File: src/rtl/char_bus_arbiter.sv
// rtl/char_bus_arbiter.sv - character RAM arbiter, display fetch over queued host requests
// Display strobes always win the RAM slot; host requests wait in a small FIFO.

module char_bus_req_fifo #(
  parameter int W     = 28,
  parameter int DEPTH = 4
) (
  input  logic         video_clk,
  input  logic         reset,
  input  logic         push,
  input  logic [W-1:0] push_data,
  input  logic         pop,
  output logic [W-1:0] head,
  output logic         full,
  output logic         empty
);
  localparam int PTR_W = $clog2(DEPTH);
  localparam logic [PTR_W:0] DEPTH_CNT = DEPTH[PTR_W:0];

  logic [W-1:0]     slots [DEPTH];
  logic [PTR_W-1:0] wr_ptr;
  logic [PTR_W-1:0] rd_ptr;
  logic [PTR_W:0]   count;

  assign head  = slots[rd_ptr];
  assign full  = (count == DEPTH_CNT);
  assign empty = (count == '0);

  always_ff @(posedge video_clk) begin
    if (push) slots[wr_ptr] <= push_data;
  end

  // Pointers wrap naturally because DEPTH is a power of two.
  always_ff @(posedge video_clk) begin
    if (reset) begin
      wr_ptr <= '0;
      rd_ptr <= '0;
      count  <= '0;
    end else begin
      if (push) wr_ptr <= wr_ptr + 1'b1;
      if (pop)  rd_ptr <= rd_ptr + 1'b1;
      case ({push, pop})
        2'b10:   count <= count + 1'b1;
        2'b01:   count <= count - 1'b1;
        default: count <= count;
      endcase
    end
  end
endmodule

module char_bus_arbiter #(
  parameter int ADDR_W     = 11,
  parameter int DATA_W     = 16,
  parameter int CELLS      = 2400,
  parameter int FIFO_DEPTH = 4
) (
  input  logic              video_clk,
  input  logic              reset,
  input  logic              disp_req,
  input  logic [ADDR_W-1:0] disp_addr,
  output logic              disp_valid,
  output logic [DATA_W-1:0] disp_data,
  input  logic              host_req_valid,
  output logic              host_req_ready,
  input  logic              host_req_we,
  input  logic [ADDR_W-1:0] host_req_addr,
  input  logic [DATA_W-1:0] host_req_wdata,
  output logic              host_rsp_valid,
  output logic              host_rsp_err,
  output logic [DATA_W-1:0] host_rsp_data,
  output logic              host_idle,
  output logic [ADDR_W-1:0] mem_addr,
  output logic              mem_we,
  output logic [DATA_W-1:0] mem_wdata,
  input  logic [DATA_W-1:0] mem_rdata
);
  localparam int ENT_W = 1 + ADDR_W + DATA_W;
  localparam logic [ADDR_W:0] CELL_LIMIT = CELLS[ADDR_W:0];

  typedef enum logic [2:0] {
    TAG_NONE,
    TAG_DISP,
    TAG_HOST_RD,
    TAG_HOST_WR,
    TAG_HOST_ERR
  } tag_t;

  logic              fifo_full;
  logic              fifo_empty;
  logic              fifo_pop;
  logic              host_push;
  logic [ENT_W-1:0]  fifo_head;
  logic              head_we;
  logic [ADDR_W-1:0] head_addr;
  logic [DATA_W-1:0] head_wdata;

  tag_t              issue_tag;
  logic              issue_we;
  logic [ADDR_W-1:0] issue_addr;
  logic [DATA_W-1:0] issue_wdata;

  tag_t tag_s0;
  tag_t tag_s1;
  tag_t tag_s2;

  function automatic logic is_host(input tag_t t);
    return (t == TAG_HOST_RD) || (t == TAG_HOST_WR) || (t == TAG_HOST_ERR);
  endfunction

  assign host_req_ready = !fifo_full;
  assign host_push      = host_req_valid && !fifo_full;
  assign {head_we, head_addr, head_wdata} = fifo_head;

  char_bus_req_fifo #(
    .W     (ENT_W),
    .DEPTH (FIFO_DEPTH)
  ) u_req_fifo (
    .video_clk (video_clk),
    .reset     (reset),
    .push      (host_push),
    .push_data ({host_req_we, host_req_addr, host_req_wdata}),
    .pop       (fifo_pop),
    .head      (fifo_head),
    .full      (fifo_full),
    .empty     (fifo_empty)
  );

  // Slot decision: display first, then FIFO head; an idle slot leaves the address bus parked.
  always_comb begin
    fifo_pop    = 1'b0;
    issue_tag   = TAG_NONE;
    issue_we    = 1'b0;
    issue_addr  = mem_addr;
    issue_wdata = mem_wdata;
    if (disp_req) begin
      issue_tag  = TAG_DISP;
      issue_addr = disp_addr;
    end else if (!fifo_empty) begin
      fifo_pop = 1'b1;
      if ({1'b0, head_addr} < CELL_LIMIT) begin
        issue_tag   = head_we ? TAG_HOST_WR : TAG_HOST_RD;
        issue_we    = head_we;
        issue_addr  = head_addr;
        issue_wdata = head_wdata;
      end else begin
        issue_tag = TAG_HOST_ERR;
      end
    end
  end

  // tag_s0 travels with mem_*; tag_s2 lines up with mem_rdata from the RAM's output register.
  always_ff @(posedge video_clk) begin
    if (reset) begin
      mem_addr       <= '0;
      mem_we         <= 1'b0;
      mem_wdata      <= '0;
      tag_s0         <= TAG_NONE;
      tag_s1         <= TAG_NONE;
      tag_s2         <= TAG_NONE;
      disp_valid     <= 1'b0;
      disp_data      <= '0;
      host_rsp_valid <= 1'b0;
      host_rsp_err   <= 1'b0;
      host_rsp_data  <= '0;
      host_idle      <= 1'b1;
    end else begin
      mem_addr       <= issue_addr;
      mem_we         <= issue_we;
      mem_wdata      <= issue_wdata;
      tag_s0         <= issue_tag;
      tag_s1         <= tag_s0;
      tag_s2         <= tag_s1;
      disp_valid     <= (tag_s2 == TAG_DISP);
      disp_data      <= (tag_s2 == TAG_DISP) ? mem_rdata : '0;
      host_rsp_valid <= is_host(tag_s2);
      host_rsp_err   <= (tag_s2 == TAG_HOST_ERR);
      host_rsp_data  <= (tag_s2 == TAG_HOST_RD) ? mem_rdata : '0;
      host_idle      <= fifo_empty && !host_push &&
                        !is_host(tag_s0) && !is_host(tag_s1) && !is_host(tag_s2);
    end
  end
endmodule

File: config.mk
export PLATFORM = sky130hd
export DESIGN_NAME = char_bus_arbiter
export DESIGN_NICKNAME = d
export VERILOG_FILES = /design/src/rtl/char_bus_arbiter.sv
export SDC_FILE = /design/constraint.sdc
export NUM_CORES = 1
export LEC_CHECK = 0
export CAP_MARGIN = 15
export CORE_UTILIZATION = 35
export DETAILED_ROUTE_END_ITERATION = 12
export GPL_TIMING_DRIVEN = 1
export PLACE_DENSITY = 0.65
export SYNTH_ARGS = -nofsm -noshare
export SYNTH_HDL_FRONTEND = slang
export SYNTH_SLANG_ARGS = --single-unit
File: constraint.sdc
create_clock -name video_clk -period 5.3 [get_ports video_clk]
set_input_delay 0.795 -clock video_clk [delete_from_list [all_inputs] [get_ports video_clk]]
set_output_delay 0.795 -clock video_clk [all_outputs]
set_load 0.01 [all_outputs]
==> metrics.md, run 1 <==
| Metric | Value |
|---|---|
| First-pass GRT wire length | `21.0 mm` |
| Top FF cell, synth | `edfxtp_1` |
| Register Area | `4930 um^2` |
| Logic pwr share | `19.8%` |
| Int Power | `~2800 uW` |
| Lkg Pwr | `0.00299 uW` |
| Die span in y | `about 140 um` |
| Post-DP HPWL | `8.27 mm` |
| Post-synthesis sequential area ratio | `73.4%` |
| Peak Freq | `approximately 0.34 GHz` |
| Aggregate global-route resource usage | `between 10 and 15%` |
| Initial antenna violation count | `0` |
| Clock root cell | `clkbuf_16` |
| RSZ-0062 raised after global routing | `false` |
| Cts repair resizes | `0` |
| Post-CTS Hold Buffers | `0` |
| Power Density | `433 nW/um^2` |
| Fin crit period | `2.90 ns` |
| Fraction of layout cells with a size suffix above 1 | `15.0%` |
| CTS Buf Count | `17` |
| Clock share of power | `31.8%` |
| Finished Layout Cells | `762` |
| Hold Path Depth | `1` |
| Clock transition at path regs | `0.07 ns` |
| Hold_ws | `0.448 ns` |
| Commonest non-fill, non-tap cell in the layout | `clkdlybuf4s50_1` |
| Clock Path Buffers | `2` |
| Worst-margin pin slew | `1.01 ns` |
| Max Cap Viol | `0` |
| Setup_tns | `0 ns` |
| Postcts setup bufs | `0` |
| Worst slew margin | `32.7%` |
| # fillers | `1649` |
| Drt drc | `0` |
| Initial DRT Pass Iterations | `5` |
| Commonest cells after routing, fill and taps aside | `clkdlybuf4s50_1 (122), edfxtp_1 (112), dfxtp_1 (77)` |
| Placeable Area | `~19000 um^2` |
| Asr flop ratio synth | `0%` |
| Synth Instances | `394` |
| Ports | `around 120` |
| Iteration-0 DRC Markers | `roughly 210` |
| Post-synth EDFFs | `112` |
| IR drop worst, VDD | `0.207 mV` |
| Seq pwr share | `48.4%` |
| Final worst slack | `~2.4 ns` |
| Ratio of final minimum period to clock period | `54.7%` |
| Antenna-violating nets left | `0` |
| NetSw | `972 uW` |
| Hold WC Path Type | `flip-flop to flip-flop` |
| Nets | `580` |
| Synth Cell Area | `around 6700 um^2` |
| Syn_area_per_cell | `roughly 17 um^2` |
| Die area | `19700 um^2` |
| Syn Nets | `459` |
| Crit end category | `flip-flop` |
| Synthesis-to-layout area growth | `29.4%` |
| Ys Warns | `0` |
| Grt total ovfl | `0` |
| Clock Latency Late Sink | `roughly 0.42 ns` |
| Die Wd | `140 um` |
| Largest net degree at the start of global routing | `36` |
| Placed cell count | `730` |
| Finish-stage setup viols | `0` |
| Critical Path AT | `3.25 ns` |
| Crit-path max FO | `22` |
| TritonCTS clock tree | `built` |
| Clock sinks | `190` |
| Post-Route WL | `13.3 mm` |
| Multi-input gate area | `1640 um^2` |
| Crit Reg-Reg Endpoint | `u_req_fifo.count[2]$_SDFFE_PP0P_` |
| Final hold vios | `0` |
| Status | `complete, no violations` |
| Initial Util | `35.7%` |
| Data required, critical path | `5.65 ns` |
| Yosys cell types | `38` |
| Via/cell ratio | `4.89` |
| Diode count | `0` |
| Synthesis-stage register bit count | `190` |
| Hold Crit Start | `tag_s0[0]$_SDFF_PP0_` |
| CP Launch Type | `input pin` |
| Vias in the first global route | `3835` |
| Reg2reg setup slack | `approximately 2.9 ns` |
| Vias post-DR | `3725` |
| Hold worst-path end | `tag_s1[0]$_SDFF_PP0_` |
| Skew final | `0.00859 ns` |
| Detailed-route wire length per cell | `17.5 um` |
| Port bufs | `between 100 and 150` |
| R2R depth | `8` |
| Max-slew violations | `0` |
| CTS HTree Levels | `4` |
| # rows | `50` |
| Sw Share | `25.9%` |
| Final Wtd Congestion | `0.684` |
| Pre-CTS WS | `2.00 ns` |
| WS Path Type | `input pin to flip-flop` |
| Reg2reg start | `u_req_fifo.count[2]$_SDFFE_PP0P_` |
==> worst max-delay path: stages <==
cell and delay, ns:
clkdlybuf4s50_1 0.87, nor2_1 0.28, ha_1 0.22, inv_1 0.06, fa_1 0.37, xor2_1 0.17, or3_1 0.31, a21oi_1 0.16
==> logic make-up after synthesis <==
logic type,count (synthesis),share of synthesized area [%]
AOI/OAI and AO/OA,52,6.90
xor gates and xnor gates,2,0.261
adders and majority gates,6,1.23
buffers and inverters,30,2.29
DFF,190,73.4
muxes,39,9.40
other,1,0.0559
and+or+nand+nor,74,6.45
==> cells in the mapped netlist (all sizes together), types with 2 or more instances <==
| cell type | number | share of area (%) |
|---|---|---|
| a211oi | 11 | 1.9 |
| edfxtp | 112 | 50 |
| o21ai | 2 | 0.15 |
| mux2 | 22 | 3.7 |
| clkbuf | 7 | 0.39 |
| a21o | 2 | 0.22 |
| a222oi | 11 | 1.6 |
| nand3 | 2 | 0.15 |
| and2 | 33 | 3.1 |
| or4 | 2 | 0.22 |
| nor2b | 6 | 0.56 |
| nor3 | 2 | 0.30 |
| nor2 | 16 | 0.90 |
| or3 | 2 | 0.19 |
| nand2 | 3 | 0.17 |
| inv | 7 | 0.39 |
| a22o | 16 | 2.1 |
| xor2 | 2 | 0.26 |
| mux4 | 17 | 5.7 |
| and3 | 4 | 0.37 |
| ha | 5 | 0.93 |
| a21oi | 7 | 0.52 |
| dfxtp | 78 | 23 |
| buf | 16 | 1.5 |
==> routing by layer <==
layer / vias to the layer above / share of wire [%] / global-route usage (%)
li1: 1740 / - / -
met1: 1847 / 44 / 17.4
met2: 127 / 49 / 23.9
met3: 11 / 6.1 / 4.65
met4: 0 / 0.99 / 4.86
met5: - / 0 / 0
==> registers in the layout, summed over array words and instances, names as in the netlist, named ones only <==
name and count:
mem_wdata 16, host_rsp_data 16, host_rsp_valid 1, disp_data 16
tag_s1 2, u_req_fifo.count 3, disp_valid 1, u_req_fifo.rd_ptr 2
host_idle 1, u_req_fifo.wr_ptr 2, u_req_fifo.slots 112, tag_s0 2
tag_s2 2, mem_addr 11, mem_we 1
==> through the flow <==
stage,power [uW],utilization (%),cell area (um^2)
5_1_grt,3930,46.2,8680
2_1_floorplan,2300,-,6710
6_report,3760,46.2,8680
3_5_place_dp,2610,43.3,8120
4_1_cts,3810,46.2,8680
3_3_place_gp,2580,43.3,8120
==> power groups by stage <==
stage,combinational (uW),sequential [uW],clock [uW]
floorplan,443,1860,0
global placement,737,1850,0
detailed placement,758,1850,0
CTS,761,1820,1220
global route,811,1840,1290
finish,743,1820,1190
==> worst max-delay path by stage <==
| stage | from | endpoint | slack, ns |
|---|---|---|---|
| floorplan | disp_req | u_req_fifo.count[2]$_SDFFE_PP0P_ | 2.83 |
| global placement | disp_req | u_req_fifo.count[2]$_SDFFE_PP0P_ | 2.16 |
| detailed placement | disp_req | u_req_fifo.count[2]$_SDFFE_PP0P_ | 2.00 |
| CTS | disp_req | u_req_fifo.count[2]$_SDFFE_PP0P_ | 2.44 |
| global route | disp_req | u_req_fifo.count[2]$_SDFFE_PP0P_ | 2.32 |
| finish | disp_req | u_req_fifo.count[2]$_SDFFE_PP0P_ | 2.40 |
==> final cells by class <==
class | count | area share, %
multi-input combinational | 174 | 18.8
timing repair buffer | 125 | 14.3
clock inverter | 14 | 1.33
inverter | 7 | 0.303
tap | 234 | 3.37
clock buffer | 18 | 5.06
sequential | 190 | 56.8
No activity file was read; power rests on OpenSTA's default activity.
==> run 2, diff against run 1 <==
Clock period 5.3 ns to 2.8 ns, I/O delays scaled along.
==> run 2 against run 1 <==
Non-clock buffer count up 12. Largest power group unchanged. Count of clock-buffer cells in the layout up 1. Final cell count up 1.6%. Sequential power up 91%. Global-route usage up 0.40 points.
==> metrics.md, run 2 (synthesis gave the netlist of run 1 again) <==
| Metric | Value |
|---|---|
| Vias post-DR | `3784 (+1.6%)` |
| Fin crit period | `2.36 ns` |
| Crit end category | `flip-flop` |
| Die area | `19700 um^2 (unchanged)` |
| Initial DRT Pass Iterations | `5 (unchanged)` |
| Ports | `124 (unchanged)` |
| Data required, critical path | `3.16 ns (-2.49 ns)` |
| Port bufs | `122 (unchanged)` |
| Detailed-route wire length per cell | `17.9 um (+2.3%)` |
| # fillers | `1599 (-3.0%)` |
| Vias in the first global route | `3874 (+1.0%)` |
| Iteration-0 DRC Markers | `255 (+22%)` |
| CTS HTree Levels | `4 (unchanged)` |
| Die span in y | `140 um (unchanged)` |
| Commonest non-fill, non-tap cell in the layout | `clkdlybuf4s50_1` |
| Die Wd | `140 um (unchanged)` |
| Clock root cell | `clkbuf_16` |
| Post-DP HPWL | `9.04 mm (+9.4%)` |
| Grt total ovfl | `0 (unchanged)` |
| Reg2reg start | `u_req_fifo.count[2]$_SDFFE_PP0P_` |
| Placeable Area | `18800 um^2 (unchanged)` |
| Skew final | `0.00660 ns (-0.00199 ns)` |
| Worst-margin pin slew | `0.925 ns (-0.0839 ns)` |
| Worst slew margin | `38.1% (+5.5 points)` |
| Post-CTS Hold Buffers | `0 (unchanged)` |
| Clock Latency Late Sink | `0.43 ns (about the same)` |
| CP Launch Type | `flip-flop` |
| Hold WC Path Type | `flip-flop to flip-flop` |
| Final Wtd Congestion | `0.749 (+9.6%)` |
| Largest net degree at the start of global routing | `24 (-33%)` |
| CTS Buf Count | `17 (unchanged)` |
| Max Cap Viol | `0 (unchanged)` |
| # rows | `50 (unchanged)` |
| Critical Path AT | `2.71 ns (-0.54 ns)` |
| Peak Freq | `0.424 GHz` |
| Power Density | `815 nW/um^2 (+88%)` |
| Ratio of final minimum period to clock period | `84.2%` |
| WS Path Type | `flip-flop to flip-flop` |
| Fraction of layout cells with a size suffix above 1 | `16.7% (+1.7 points)` |
| Finish-stage setup viols | `0 (unchanged)` |
| Diode count | `0 (unchanged)` |
| Clock Path Buffers | `2 (unchanged)` |
| Lkg Pwr | `0.00305 uW (+2.0%)` |
| Final hold vios | `0 (unchanged)` |
| Setup_tns | `0 ns (unchanged)` |
| Largest Register | `u_req_fifo.slots` |
| Cts repair resizes | `0 (unchanged)` |
| Max-slew violations | `0 (unchanged)` |
| Initial antenna violation count | `0 (unchanged)` |
| Hold Crit Start | `tag_s1[0]$_SDFF_PP0_` |
| Clock transition at path regs | `0.06 ns (about the same)` |
| Crit-path max FO | `10 (-55%)` |
| IR drop worst, VDD | `0.380 mV (+84%)` |
| RSZ-0062 raised after global routing | `false` |
| Antenna-violating nets left | `0 (unchanged)` |
| Crit path launch | `u_req_fifo.count[2]$_SDFFE_PP0P_` |
| Post-Route WL | `13.9 mm (+3.9%)` |
| Post-layout util | `46.7% (+0.45 points)` |
| Postcts setup bufs | `0 (unchanged)` |
| Clock sinks | `190 (unchanged)` |
| Via/cell ratio | `4.89 (about the same)` |
| Initial Util | `35.7% (unchanged)` |
| TritonCTS clock tree | `built` |
| Drt drc | `0 (unchanged)` |
| Largest register FFs | `112 (unchanged)` |
| Commonest cells after routing, fill and taps aside | `clkdlybuf4s50_1 (122), edfxtp_1 (112), dfxtp_1 (77)` |
| Nets | `592 (+2.1%)` |
| First-pass GRT wire length | `21.2 mm (+1.1%)` |
| Status | `complete, no violations` |
| Aggregate global-route resource usage | `14.7% (+0.40 points)` |
| Synthesis-to-layout area growth | `30.6%` |
run 2: cell count changes in the layout (fill, tap and decap cells not counted):
cell	before	now
clkbuf_8	1	0
clkinvlp_4	0	1
clkinvlp_2	2	0
inv_8	1	0
clkinv_4	1	3
clkinv_1	1	0
buf_4	3	15
clkbuf_1	0	2
run 2: report_power, final:
| group | switching [uW] | internal, uW |
|---|---|---|
| clock network | 1010 | 1230 |
| logic | 673 | 759 |
| registers | 186 | 3290 |
run 2: final cells by class:
cell class,count,area [um^2],share of cell area (%)
inverter,7,26.3,0.300
clock buffer,19,433,4.94
clock inverter,13,115,1.31
timing repair buffer,137,1330,15.2
multi-input combinational,174,1640,18.7
tap,234,293,3.34
sequential,190,4930,56.2
run 2: final timing paths:
kind | endpoint | slack, ns | cells past startpoint
setup / recovery | u_req_fifo.count[2]$_SDFFE_PP0P_ | 0.44 | 8
setup reg to reg | u_req_fifo.count[2]$_SDFFE_PP0P_ | 0.44 | 8
hold / removal | tag_s2[0]$_SDFF_PP0_ | 0.45 | 1
hold reg to reg | tag_s2[0]$_SDFF_PP0_ | 0.45 | 1
run 2: routing by layer:
| layer | global-route usage (%) | wire, um | vias to the layer above |
|---|---|---|---|
| li1 | - | - | 1760 |
| met1 | 17.3 | 6000 | 1864 |
| met2 | 24.8 | 6730 | 137 |
| met3 | 4.68 | 856 | 23 |
| met4 | 6.29 | 280 | 0 |
| met5 | 0 | 0 | - |
run 2: worst max-delay path: stages, from the launching register on:
cell	delay, ns
dfxtp_1	0.40
or3b_1	0.51
nand2_1	0.12
ha_1	0.19
inv_1	0.06
fa_1	0.38
xor2_1	0.16
or3_1	0.31
a21oi_1	0.16
run 2: through the flow:
step                      instances  hold slack, ns  instance area [um^2]  setup WS, ns  total power, uW
after floorplan                 394           0.414                  6710         0.589             4350
after detailed placement        742           0.449                  8210         0.329             4990
after global routing            774           0.487                  8760         0.332             7460
after CTS                       774           0.463                  8760         0.432             7230
after global placement          742           0.420                  8210         0.434             4940
final                           774           0.455                  8760         0.441             7140
